--- src/rtl/pipelined_multiplexer_n_to_1_if.sv ---
// Bundle of the select, data and valid/ready handshake signals for pipelined_multiplexer_n_to_1.
// Sel_Error_o exists only when MUX_SELECTOR_ERROR_EN is defined.
interface pipelined_multiplexer_n_to_1_if #(
    parameter int NBits   = 32,
    parameter int NInputs = 4
);
    localparam int SelBits = (NInputs > 1) ? $clog2(NInputs) : 1;

    logic                       Mode_i;
    logic [SelBits-1:0]         Selector_i;
    logic [NInputs*NBits-1:0]   Mux_Data_i;
    logic [NInputs-1:0]         Valid_i;
    logic [NInputs-1:0]         Ready_o;
    logic [NBits-1:0]           Mux_Output_o;
    logic [SelBits-1:0]         Grant_o;
    logic                       Valid_o;
    logic                       Ready_i;
`ifdef MUX_SELECTOR_ERROR_EN
    logic                       Sel_Error_o;
`endif

    modport slave (
        input  Mode_i,
        input  Selector_i,
        input  Mux_Data_i,
        input  Valid_i,
        input  Ready_i,
        output Ready_o,
        output Mux_Output_o,
        output Grant_o,
`ifdef MUX_SELECTOR_ERROR_EN
        output Sel_Error_o,
`endif
        output Valid_o
    );

    modport master (
        output Mode_i,
        output Selector_i,
        output Mux_Data_i,
        output Valid_i,
        output Ready_i,
        input  Ready_o,
        input  Mux_Output_o,
        input  Grant_o,
`ifdef MUX_SELECTOR_ERROR_EN
        input  Sel_Error_o,
`endif
        input  Valid_o
    );
endinterface

--- src/rtl/pipelined_multiplexer_n_to_1.sv ---
// N-to-1 mux with one registered output stage, fixed or round-robin selection and valid/ready flow control.
// Optional macro MUX_SELECTOR_ERROR_EN adds a registered out-of-range selector flag (Sel_Error_o).
module pipelined_multiplexer_n_to_1 #(
    parameter int NBits   = 32,
    parameter int NInputs = 4
) (
    input logic                         clk,
    input logic                         reset,
    pipelined_multiplexer_n_to_1_if.slave bus
);
    localparam int SelBits = (NInputs > 1) ? $clog2(NInputs) : 1;

    logic [NBits-1:0]   r_data;
    logic [SelBits-1:0] r_grant;
    logic               r_valid;
    logic [SelBits-1:0] r_lastGrant;

    logic               w_load;
    logic               w_fixInRange;
    logic               w_rrFound;
    logic [SelBits-1:0] w_rrCh;
    logic [SelBits-1:0] w_ch;
    logic               w_chSel;
    logic               w_chValid;
    logic [NBits-1:0]   w_chData;
    logic               w_xfer;

    assign w_load       = !r_valid || bus.Ready_i;
    assign w_fixInRange = int'(bus.Selector_i) < NInputs;

    // Round-robin: first valid channel scanning upward from the one after the last grant, with wrap.
    always_comb begin
        w_rrFound = 1'b0;
        w_rrCh    = '0;
        for (int off = 1; off <= NInputs; off++) begin
            for (int k = 0; k < NInputs; k++) begin
                if (!w_rrFound && (k == (int'(r_lastGrant) + off) % NInputs) && bus.Valid_i[k]) begin
                    w_rrFound = 1'b1;
                    w_rrCh    = SelBits'(k);
                end
            end
        end
    end

    assign w_ch    = bus.Mode_i ? w_rrCh : bus.Selector_i;
    assign w_chSel = bus.Mode_i ? w_rrFound : w_fixInRange;

    // Compare-based select keeps an out-of-range selector from indexing past the channel vectors.
    always_comb begin
        w_chValid   = 1'b0;
        w_chData    = '0;
        bus.Ready_o = '0;
        for (int k = 0; k < NInputs; k++) begin
            if (int'(w_ch) == k) begin
                w_chValid      = bus.Valid_i[k];
                w_chData       = bus.Mux_Data_i[k*NBits +: NBits];
                bus.Ready_o[k] = reset && w_load && w_chSel;
            end
        end
    end

    assign w_xfer = w_load && w_chSel && w_chValid;

    always_ff @(posedge clk) begin
        if (!reset) begin
            r_data      <= '0;
            r_grant     <= '0;
            r_valid     <= 1'b0;
            r_lastGrant <= SelBits'(NInputs - 1);
        end else if (w_load) begin
            if (w_xfer) begin
                r_data  <= w_chData;
                r_grant <= w_ch;
                r_valid <= 1'b1;
                if (bus.Mode_i) begin
                    r_lastGrant <= w_ch;
                end
            end else begin
                r_valid <= 1'b0;
            end
        end
    end

    assign bus.Mux_Output_o = r_data;
    assign bus.Grant_o      = r_grant;
    assign bus.Valid_o      = r_valid;

`ifdef MUX_SELECTOR_ERROR_EN
    logic r_selError;

    // Flags a valid request stalled behind an out-of-range fixed selector; independent of back-pressure.
    always_ff @(posedge clk) begin
        if (!reset) begin
            r_selError <= 1'b0;
        end else begin
            r_selError <= !bus.Mode_i && !w_fixInRange && (|bus.Valid_i);
        end
    end

    assign bus.Sel_Error_o = r_selError;
`endif
endmodule

--- src/flat_wrapper.sv ---
// flat-port wrapper written by rule: the top's interface ports become plain ports
module pipelined_multiplexer_n_to_1_flat 
#(
    parameter int NBits   = 32,
    parameter int NInputs = 4
)
  (clk, reset, bus_Mode_i, bus_Selector_i, bus_Mux_Data_i, bus_Valid_i, bus_Ready_i, bus_Ready_o, bus_Mux_Output_o, bus_Grant_o, bus_Valid_o);
  pipelined_multiplexer_n_to_1_if #(.NBits(NBits), .NInputs(NInputs)) bus_i ();
  input logic clk;
  input logic reset;
  input wire logic [$bits(bus_i.Mode_i)-1:0] bus_Mode_i;
  input wire logic [$bits(bus_i.Selector_i)-1:0] bus_Selector_i;
  input wire logic [$bits(bus_i.Mux_Data_i)-1:0] bus_Mux_Data_i;
  input wire logic [$bits(bus_i.Valid_i)-1:0] bus_Valid_i;
  input wire logic [$bits(bus_i.Ready_i)-1:0] bus_Ready_i;
  output wire logic [$bits(bus_i.Ready_o)-1:0] bus_Ready_o;
  output wire logic [$bits(bus_i.Mux_Output_o)-1:0] bus_Mux_Output_o;
  output wire logic [$bits(bus_i.Grant_o)-1:0] bus_Grant_o;
  output wire logic [$bits(bus_i.Valid_o)-1:0] bus_Valid_o;
  assign bus_i.Mode_i = bus_Mode_i;
  assign bus_i.Selector_i = bus_Selector_i;
  assign bus_i.Mux_Data_i = bus_Mux_Data_i;
  assign bus_i.Valid_i = bus_Valid_i;
  assign bus_i.Ready_i = bus_Ready_i;
  assign bus_Ready_o = bus_i.Ready_o;
  assign bus_Mux_Output_o = bus_i.Mux_Output_o;
  assign bus_Grant_o = bus_i.Grant_o;
  assign bus_Valid_o = bus_i.Valid_o;
  pipelined_multiplexer_n_to_1 #(.NBits(NBits), .NInputs(NInputs)) u_core (.clk(clk), .reset(reset), .bus(bus_i));
endmodule
--- config.mk ---
export PLATFORM = sky130hd
export DESIGN_NAME = pipelined_multiplexer_n_to_1_flat
export DESIGN_NICKNAME = d
export VERILOG_FILES = /design/src/rtl/pipelined_multiplexer_n_to_1_if.sv /design/src/rtl/pipelined_multiplexer_n_to_1.sv /design/src/flat_wrapper.sv
export SDC_FILE = /design/constraint.sdc
export NUM_CORES = 1
export LEC_CHECK = 0
export ABC_CLOCK_PERIOD_IN_PS = 2200
export CAP_MARGIN = 0
export CORE_ASPECT_RATIO = 2
export CORE_UTILIZATION = 35
export DETAILED_ROUTE_END_ITERATION = 16
export GPL_TIMING_DRIVEN = 0
export HOLD_SLACK_MARGIN = 0.06
export PLACE_DENSITY = 0.78
export SYNTH_ARGS = -nofsm -noshare
export SYNTH_HDL_FRONTEND = slang
export SYNTH_SLANG_ARGS = --single-unit
--- constraint.sdc ---
create_clock -name clk -period 2.2 [get_ports clk]
set_input_delay 0.44 -clock clk [delete_from_list [all_inputs] [get_ports clk]]
set_output_delay 0.44 -clock clk [all_outputs]
set_load 0.02 [all_outputs]
======== After elaboration in Yosys (flattened, before gate mapping) ========
Cells that the tools add are included.
W data, S select, Z words.
storage, ports and cells
  register bits ........................... 37
  latch bits .............................. 0
  memory bits (writable) .................. 0
  ROM bits ................................ 0
  output and inout port bits .............. 39
  word-level logic and storage cells ...... 136
  memories ................................ 0
cells by class
  $add $sub $neg .......................... 4
  multipliers ............................. 0
  divide/modulo/power cells ............... 0
  magnitude comparators ................... 0
  eq/ne operators ......................... 15
  shift operators ......................... 0
  muxes and demuxes ....................... 46
  bitwise gates (word level) .............. 4
  reduce and logical (&&, ||, !) cells .... 63
operators with widths
  kind                   number
  $logic_not A32 Y1      4
  $mux W32               4
  $logic_and A1 B1 Y1    35
  $mux W2                15
  $mux W1                27
  $eq A3 B3 Y1 const A   8
  $logic_not A1 Y1       16
  $eq A2 B3 Y1 const A   4
  $reduce_or A2 Y1       4
  $add A2 B1 Y2 const B  2
  $add A2 B2 Y2 const B  2
  $and A1 B1 Y1 const A  4
  $eq A2 B2 Y1 const B   2
  $reduce_and A3 Y1      1
  $eq A2 B1 Y1 const B   1
  $logic_not A2 Y1       1
  $reduce_and A2 Y1      1
  $logic_or A1 B1 Y1     1

======== Logic depth before layout (Yosys ltp) ========
Gate-level depths: netlist (run 1).
  word-level depth ........................ 74
  mapped depth ............................ 9
  gate-level depth less buffers ........... 6

======== Worst setup path after synthesis (run 1) ========
OpenSTA, ideal clock, no wires.
  kind .................................... input to output
  start point ............................. in bus_Valid_i[3]
  end point ............................... out bus_Ready_o[1]
  data arrival time ....................... 1.785 ns
  data required time ...................... 1.760 ns
  setup slack ............................. -0.025 ns
  stages .................................. 8
  buffers on the path ..................... 3
  path through ............................ buf_2 nor2_1 o31ai_1 a21oi_1 or2_1 buf_2 buf_2 nor2_1
between the ends
  word-level cells in the longest chain between the ends .. 53
  elaborated cells on any way between the ends .. 68
ends and longest elaborated chain
  element                                              RTL line                                                                text
  from (decl)                                          flat_wrapper.sv:14                                                      input wire logic [$bits(bus_i.Valid_i)-1:0] bus_Valid_i;
  $logic_and A1 B1 Y1                                  pipelined_multiplexer_n_to_1.sv:37                                      if (!w_rrFound && (k == (int'(r_lastGrant) + off) % NInputs) && bus.Valid_i[k]) begin
  $mux W1                                              pipelined_multiplexer_n_to_1.sv:37
  $logic_not A1 Y1                                     pipelined_multiplexer_n_to_1.sv:37
  $logic_and A1 B1 Y1 (2 in a row)                     pipelined_multiplexer_n_to_1.sv:37
  $mux W1                                              pipelined_multiplexer_n_to_1.sv:37
  $logic_not A1 Y1                                     pipelined_multiplexer_n_to_1.sv:37
  $logic_and A1 B1 Y1 (2 in a row)                     pipelined_multiplexer_n_to_1.sv:37
  $mux W1                                              pipelined_multiplexer_n_to_1.sv:37
  [33 not listed]                                      -
  $logic_and A1 B1 Y1 (2 in a row)                     pipelined_multiplexer_n_to_1.sv:37
  $mux W1                                              pipelined_multiplexer_n_to_1.sv:37
  $logic_not A1 Y1                                     pipelined_multiplexer_n_to_1.sv:37
  $logic_and A1 B1 Y1 (2 in a row)                     pipelined_multiplexer_n_to_1.sv:37
  $mux W2 or $mux W1 (tied branches)                   pipelined_multiplexer_n_to_1.sv:37
  $mux W2 or $mux W1 (tied branches)                   pipelined_multiplexer_n_to_1.sv:45, pipelined_multiplexer_n_to_1.sv:46
  $eq A2 B2 Y1 or $logic_and A1 B1 Y1 (tied branches)  pipelined_multiplexer_n_to_1.sv:54, pipelined_multiplexer_n_to_1.sv:57
  $mux W1 (*)                                          pipelined_multiplexer_n_to_1.sv:54                                      if (int'(w_ch) == k) begin
  to (decl)                                            flat_wrapper.sv:16                                                      output wire logic [$bits(bus_i.Ready_o)-1:0] bus_Ready_o;
Mark *: on every way between the ends. The rest lies on a longest branch, timed or not.

======== Worst setup path after layout (run 1) ========
  start point ............................. reg u_core.r_lastGrant[0]
  end point ............................... out bus_Ready_o[0]
between the ends
  word-level cells in the longest chain between the ends .. 69
  elaborated cells on any way between the ends .. 110
ends and longest elaborated chain
  element                                                  RTL line                                                                text
  from (decl)                                              pipelined_multiplexer_n_to_1.sv:16                                      logic [SelBits-1:0] r_lastGrant;
  from (signal assigned)                                   pipelined_multiplexer_n_to_1.sv:69                                      r_lastGrant <= SelBits'(NInputs - 1);
  from (signal assigned)                                   pipelined_multiplexer_n_to_1.sv:76                                      r_lastGrant <= w_ch;
  $add A2 B1 Y2                                            pipelined_multiplexer_n_to_1.sv:37
  $reduce_or A2 Y1 (no line)                               -
  $and A1 B1 Y1 (no line)                                  -
  $logic_not A32 Y1                                        pipelined_multiplexer_n_to_1.sv:37
  $logic_and A1 B1 Y1                                      pipelined_multiplexer_n_to_1.sv:37
  $mux W1                                                  pipelined_multiplexer_n_to_1.sv:37
  $logic_not A1 Y1                                         pipelined_multiplexer_n_to_1.sv:37
  $logic_and A1 B1 Y1 (2 in a row)                         pipelined_multiplexer_n_to_1.sv:37
  [50 not listed]                                          -
  $logic_and A1 B1 Y1 (2 in a row)                         pipelined_multiplexer_n_to_1.sv:37
  $mux W1                                                  pipelined_multiplexer_n_to_1.sv:37
  $logic_not A1 Y1                                         pipelined_multiplexer_n_to_1.sv:37
  $logic_and A1 B1 Y1 (2 in a row)                         pipelined_multiplexer_n_to_1.sv:37
  $mux W2 or $mux W1 (tied branches)                       pipelined_multiplexer_n_to_1.sv:37
  $mux W2 or $mux W1 (tied branches)                       pipelined_multiplexer_n_to_1.sv:45, pipelined_multiplexer_n_to_1.sv:46
  $logic_not A2 Y1 or $logic_and A1 B1 Y1 (tied branches)  pipelined_multiplexer_n_to_1.sv:54, pipelined_multiplexer_n_to_1.sv:57
  $mux W1 (*)                                              pipelined_multiplexer_n_to_1.sv:54
Marked as above.

==> results.tsv, run 1 <==
stage	metric	value	unit
setup_path	R2R Setup Slk	10	ps
grt	gr usage total	31.2	%
route	drt drc	0	
yosys	Post-Syn Area	3020	sq um
sta	Setup Skew	1.97	ps
route	drt first pass iters	4	
setup_path	Worst setup EP type	output pin	
clocking	CTS max path bufs	2	
min_path	Hold Path End	u_core.bus.Grant_o[0]	
setup_path	Setup crit start kind	register	
setup_path	crit path from	u_core.r_lastGrant[0]	
sta	fin crit period	2210	ps
yosys	Synth area leader	dfxtp_1	
sta	final setup violation count	1	
sta	Worst-Margin Slew	838	ps
placed_design	I/O Buffers	175	
yosys	Syn Area/Cell	8.14	sq um
floorplan	Die Wd	67.7	um
clocking	Clock Pin Slew Worst Setup and Hold Paths	60	ps
route	Via density	5.73	
setup_path	kind of critical path	register to output pin	
setup_path	CP max stage cell	dfxtp_4	
min_path	hold_sp	u_core.bus.Grant_o[0]	
placed_design	Final Wtd Congestion	0.918	
power	leakage power	0.00240	uW
min_path	HP Class	register to register	
clocking	cts hold-fix bufs	0	
setup_path	CP Cell Sequence	nand2b_4 > nand3b_1 > a21oi_4 > buf_8 > nor2_1 > nor2_1 > buf_4	
layout	NumNets Final	725	
power	power per cell area	593	nW/um^2
setup_path	worst path bufs/invs	2	
floorplan	die height	133	um
grt	vias in the first global route	4156	
route	drt wl/cell	20.4	um
placed_design	DP Area	4900	sq um
yosys	number of synthesized register bits	37	
clocking	root buf cell	clkbuf_16	
sta	max_slew headroom	44.1	%
clocking	number of H-tree levels	2	
grt	GRT overflow	0	
sta	post-route setup slack	-12.4	ps
yosys	Synth top area share	24.5	%
min_path	WHS Path Cells	2	
layout	Final Instance Area	5860	sq um
sta	Slew Limit Fails	0	
placed_design	Placement Setup Slack	-1380	ps
yosys	Synthesized Nets	509	
clocking	TritonCTS clock tree	done	
layout	area grow syn2layout	93.9	%
setup_path	Worst R2R Start	u_core.r_lastGrant[1]	
clocking	cts bufs inserted	5	
setup_path	Top delay family on crit path	simple AND/OR/NAND/NOR gates	
floorplan	IO Count	177	
sta	unrepaired setup endpoints after global routing	yes	
grt	initial antenna violation count	0	
sta	maximum clock frequency	452	MHz
yosys	Synth warnings	0	
clocking	CTS Sinks	37	
setup_path	worst reg2reg path depth	9	
grt	first-pass GRT wire length	20.8	mm
run_status	failing checks	setup timing	
run	maxcap violations	0	
yosys	Synth cell types	41	
floorplan	starting density of the core	36.4	%
floorplan	full die area	9030	sq um
layout	most common cell after layout, fill and taps aside	clkdlybuf4s50_1	
route	via count	3922	
placed_design	DPL Wire Length	9.64	mm
route	antenna-violating nets left	0	
clocking	clk_lat worst skew	290	ps
power	maximum vdd drop	0.438	mV
sta	Hold Violations, Final	0	
layout	diode count	0	
sta	Tcrit/Tclk final	101	%
sta	Setup TNS	-12.4	ps
route	total routed wirelength	13.9	mm
yosys	Synth area leaders	dfxtp_1 25%, a311oi_1 9.6%, a2111oi_0 9.3%	
grt	pin count of the biggest net entering global routing	13	
setup_path	RR Endpoint	u_core.bus.Mux_Output_o[7]	
setup_path	CP Max Fanout	6	
layout	layout cells sized above 1	26.6	%
layout	fillers	631	
setup_path	crit path DAT	1770	ps
floorplan	cell row count	47	
setup_path	CP max stage delay	360	ps
setup_path	most used cell, CP	nor2_1	
setup_path	Critical Path RT	1760	ps
floorplan	Core ar.	8290	sq um
run_status	status	complete, but fails checks	
yosys	post-synthesis sequential area ratio	24.5	%
route	DR iter-0 viols	255	
yosys	Mapped Cells	371	
layout	most frequent cells in the layout	164 x clkdlybuf4s50_1, 72 x nand2_1, 35 x dfxtp_1	
==> synthesized netlist by cell type (all sizes together) <==
library cell  instances
a311oi               33
dfxtp                37
a31oi                 2
and2                 33
nand2                73
nand3                 3
and3                 32
nor2                 12
or4b                  1
o31ai                 2
a31o                  1
nand3b                3
nor3                  2
o21ai                 3
a21boi                3
o2111ai               1
o21a                  1
o22ai                 1
nand2b                6
inv                   1
mux2                 32
clkbuf               23
a2111oi              32
and4b                 1
mux2i                 2
nor4                  1
o211ai                1
or2                   2
a21oi                 7
buf                  18
nor2b                 2
==> power breakdown <==
group | switching [uW] | total [uW] | internal (uW) | leakage, uW
sequential | 56.2 | 841 | 785 | 0.000306
clock | 289 | 734 | 445 | 0.0000700
combinational | 839 | 1900 | 1060 | 0.00203
==> registers in the layout, summed over array words and instances, names as in the netlist <==
register,count
u_core.bus.Mux_Output_o,32
u_core.bus.Grant_o,2
u_core.r_lastGrant,2
u_core.bus.Valid_o,1
==> layout make-up <==
cell class	instances	area (sq um)	area share (%)
Inverter	1	3.75	0.0641
Tap cell	98	123	2.09
Clock buffer	7	143	2.44
Multi-Input combinational cell	292	2400	40.9
Timing Repair Buffer	213	2150	36.7
Sequential cell	37	746	12.7
Buffer	37	293	5.00
==> cell families after synthesis <==
kind of cell,count (synthesis),share of synthesized area (%)
simple gates,171,29.2
mux,34,14.8
compound gates,87,24.1
flops,37,24.5
buf+inv,42,7.33
==> worst max-delay path by stage <==
| stage | end | slack, ps | cells past startpoint |
|---|---|---|---|
| finish | bus_Ready_o[0] | -10 | 7 |
| CTS | bus_Ready_o[3] | -20 | 9 |
| floorplan | bus_Ready_o[1] | -20 | 8 |
| detailed placement | bus_Ready_o[0] | -1380 | 9 |
| global route | bus_Ready_o[0] | -110 | 9 |
| global placement | bus_Ready_o[1] | -1390 | 9 |
==> worst register-to-register path, stage by stage, from the launching register on <==
cell	delay, ps
dfxtp_2	320
buf_6	130
nor2_1	100
a31oi_1	50
or4b_4	550
a21oi_2	150
nand3b_4	200
buf_12	140
buf_8	110
mux2_2	330
==> stage by stage <==
| stage | util (%) | instances | total power (uW) | hold slack (ps) |
|---|---|---|---|---|
| after CTS | 67.4 | 678 | 3340 | 475 |
| after global routing | 70.6 | 685 | 3610 | 517 |
| final | 70.6 | 685 | 3470 | 472 |
| after floorplan | - | 371 | 1640 | 522 |
| after global placement | 59.1 | 644 | 2280 | 454 |
| after detailed placement | 59.1 | 644 | 2300 | 458 |
==> repair_timing <==
item | 4_1_cts | 5_1_grt
endpoints found under the setup margin | 39 | 38
setup buffers | 26 | 9
pin swaps | 13 | 11
resized for setup | 130 | 71
gates cloned | 3 | 1
==> per-layer routing <==
metal,routed length (um),vias to the layer above,global-route usage (%),share of wire (%)
li1,-,1825,-,-
met1,4880,1868,30.8,35
met2,7690,173,55.2,55
met3,578,56,5.31,4.1
met4,797,0,21.9,5.7
met5,0,-,0,0
Power figures use the tool's default switching activity.
==> run 2, diff against run 1 <==
- GPL_TIMING_DRIVEN: 0 -> not set
==> results.tsv, run 2 (synthesis gave the netlist of run 1 again) <==
stage	metric	value	unit	change
sta	Setup Skew	4.32	ps	+2.34 ps
placed_design	I/O Buffers	176		+0.57%
placed_design	DP Area	5080	sq um	+3.7%
sta	final setup violation count	1		unchanged
layout	max reg flops	32		unchanged
grt	initial antenna violation count	0		unchanged
layout	NumNets Final	705		-2.8%
floorplan	starting density of the core	36.4	%	unchanged
run	maxcap violations	0		unchanged
sta	max_slew headroom	71.3	%	+27 points
power	leakage power	0.00228	uW	-5.3%
floorplan	cell row count	47		unchanged
grt	GRT overflow	0		unchanged
clocking	TritonCTS clock tree	done		
sta	Setup TNS	-41.7	ps	-29.3 ps
sta	Slew Limit Fails	0		unchanged
min_path	HP Class	register to register		
setup_path	CP Max Fanout	7		+1
clocking	root buf cell	clkbuf_16		
grt	gr usage total	29.8	%	-1.4 points
floorplan	die height	133	um	unchanged
grt	GR Util met2	53.3	%	-1.9 points
grt	vias in the first global route	3982		-4.2%
sta	fin crit period	2240	ps	+29.3 ps
layout	Final Instance Area	5560	sq um	-5.0%
power	power per cell area	580	nW/um^2	-2.2%
route	DR iter-0 viols	264		+3.5%
floorplan	IO Count	177		unchanged
grt	global routing usage on met3	4.88	%	-0.43 points
layout	most frequent cells in the layout	165 x clkdlybuf4s50_1, 72 x nand2_1, 39 x buf_4		
setup_path	worst path bufs/invs	3		+1
power	Total Power	3230	uW	-7.1%
clocking	number of H-tree levels	2		unchanged
placed_design	DPL Wire Length	9.48	mm	-1.6%
route	drt drc	0		unchanged
layout	fillers	692		+9.7%
route	Via density	5.72		about the same
clocking	Clock Pin Slew Worst Setup and Hold Paths	60	ps	about the same
setup_path	kind of critical path	primary input to register		
setup_path	CP Cell Sequence	buf_2 > or2_1 > buf_4 > o2111ai_4 > nand2_4 > bufbuf_16 > a2111oi_1 > a311oi_1 > mux2_4		
sta	Hold Violations, Final	0		unchanged
sta	Hold Worst Slack	474	ps	+1.97 ps
run_status	failing checks	setup timing		
setup_path	CP max stage cell	a2111oi_1		
route	drt first pass iters	4		unchanged
route	total routed wirelength	13.2	mm	-5.3%
setup_path	Top delay family on crit path	compound AO/OA/AOI/OAI gates		
setup_path	crit path DAT	2410	ps	+640 ps
run_status	status	complete, but fails checks		
route	drt wl/cell	19.9	um	-2.3%
clocking	clk_lat worst skew	280	ps	about the same
setup_path	Setup crit start kind	primary input		
sta	maximum clock frequency	446	MHz	-1.3%
floorplan	Die Wd	67.7	um	unchanged
floorplan	full die area	9030	sq um	unchanged
grt	pin count of the biggest net entering global routing	36		+23
layout	Multi-input gate area	2280	sq um	-4.9%
setup_path	CP max stage delay	440	ps	+80 ps
sta	unrepaired setup endpoints after global routing	yes		
clocking	cts bufs inserted	5		unchanged
clocking	cts hold-fix bufs	0		unchanged
layout	area grow syn2layout	84.2	%	
route	antenna-violating nets left	0		unchanged
layout	diode count	0		unchanged
placed_design	Final Wtd Congestion	0.968		+5.4%
route	via count	3801		-3.1%
power	maximum vdd drop	0.386	mV	-12%
layout	FF+latch area	746	sq um	unchanged
layout	most common cell after layout, fill and taps aside	clkdlybuf4s50_1		
setup_path	Worst setup EP type	register		
grt	first-pass GRT wire length	20.0	mm	-3.8%
sta	Worst-Margin Slew	430	ps	-408 ps
setup_path	Critical Path RT	2370	ps	+610 ps
layout	layout cells sized above 1	22.6	%	-4.0 points
sta	post-route setup slack	-41.7	ps	-29.3 ps
sta	Tcrit/Tclk final	102	%	+1.3 points
grt	busiest grt layer	met2		
clocking	CTS Sinks	37		unchanged
clocking	CTS max path bufs	2		unchanged
grt	met1 Track Usage GR	29.0	%	-1.7 points
floorplan	Core ar.	8290	sq um	unchanged
[run 2: cell types whose count changed in the layout (fill, tap and decap cells not counted), moves of 3 or more]
cell / previous run / this run
buf_4: 29 / 39
clkbuf_1: 8 / 0
clkbuf_4: 7 / 0
a2111oi_1: 7 / 12
buf_8: 6 / 1
mux2_4: 24 / 19
a2111oi_2: 17 / 13
buf_2: 10 / 6
mux2_1: 6 / 10
clkbuf_2: 5 / 2
[run 2: power breakdown]
group	switching (uW)	internal, uW	leakage (uW)	total, uW
Combinational	760	940	0.00190	1700
Sequential	65.1	785	0.000306	850
Clock	271	405	0.0000655	676
[run 2: layer usage]
metal / share of wire (%) / vias to the layer above
li1: - / 1776
met1: 34 / 1788
met4: 7.1 / 0
met5: 0 / -
met3: 5.5 / 56
met2: 53 / 181
[run 2: through the flow]
stage	worst slack, ps	utilization, %	instances
final	-41.7	67.1	664
after global routing	-82.9	67.1	664
after CTS	-0.0999	65.9	665
after detailed placement	-736	61.2	650
after global placement	-714	61.2	650
after floorplan	-24.9	-	371
[run 2: final timing paths]
kind | start | to | slack, ps | depth (start not counted)
max | bus_Valid_i[1] | u_core.bus.Mux_Output_o[15] | -40 | 9
min | u_core.bus.Grant_o[0] | u_core.bus.Grant_o[0] | 470 | 2
max reg2reg | u_core.r_lastGrant[0] | u_core.bus.Mux_Output_o[15] | 40 | 7
min reg2reg | u_core.bus.Grant_o[0] | u_core.bus.Grant_o[0] | 470 | 2
[run 2: area by class of cell]
class                      count  area share [%]
inverter                       1          0.0675
clock inverter                 1          0.0899
multi-input combinational    292            41.0
tap                           98            2.20
clock buffer                   5            2.25
sequential                    37            13.4
timing repair buffer         230            41.0
[run 2: worst reg2reg max path: cells and delay by family, from the launching register on]
family                 cells  cell delay (ps)
AO/OA/AOI/OAI              3              830
buffers and inverters      1              300
flip-flops                 1              400
multiplexers               1              290
AND/OR/NAND/NOR            2              210
[run 2: repair_timing]
action,in CTS,in global routing
cloned,4,0
setup buffers,5,1
resized for setup,75,42
endpoints found under the setup margin,38,37
pin swaps,2,6
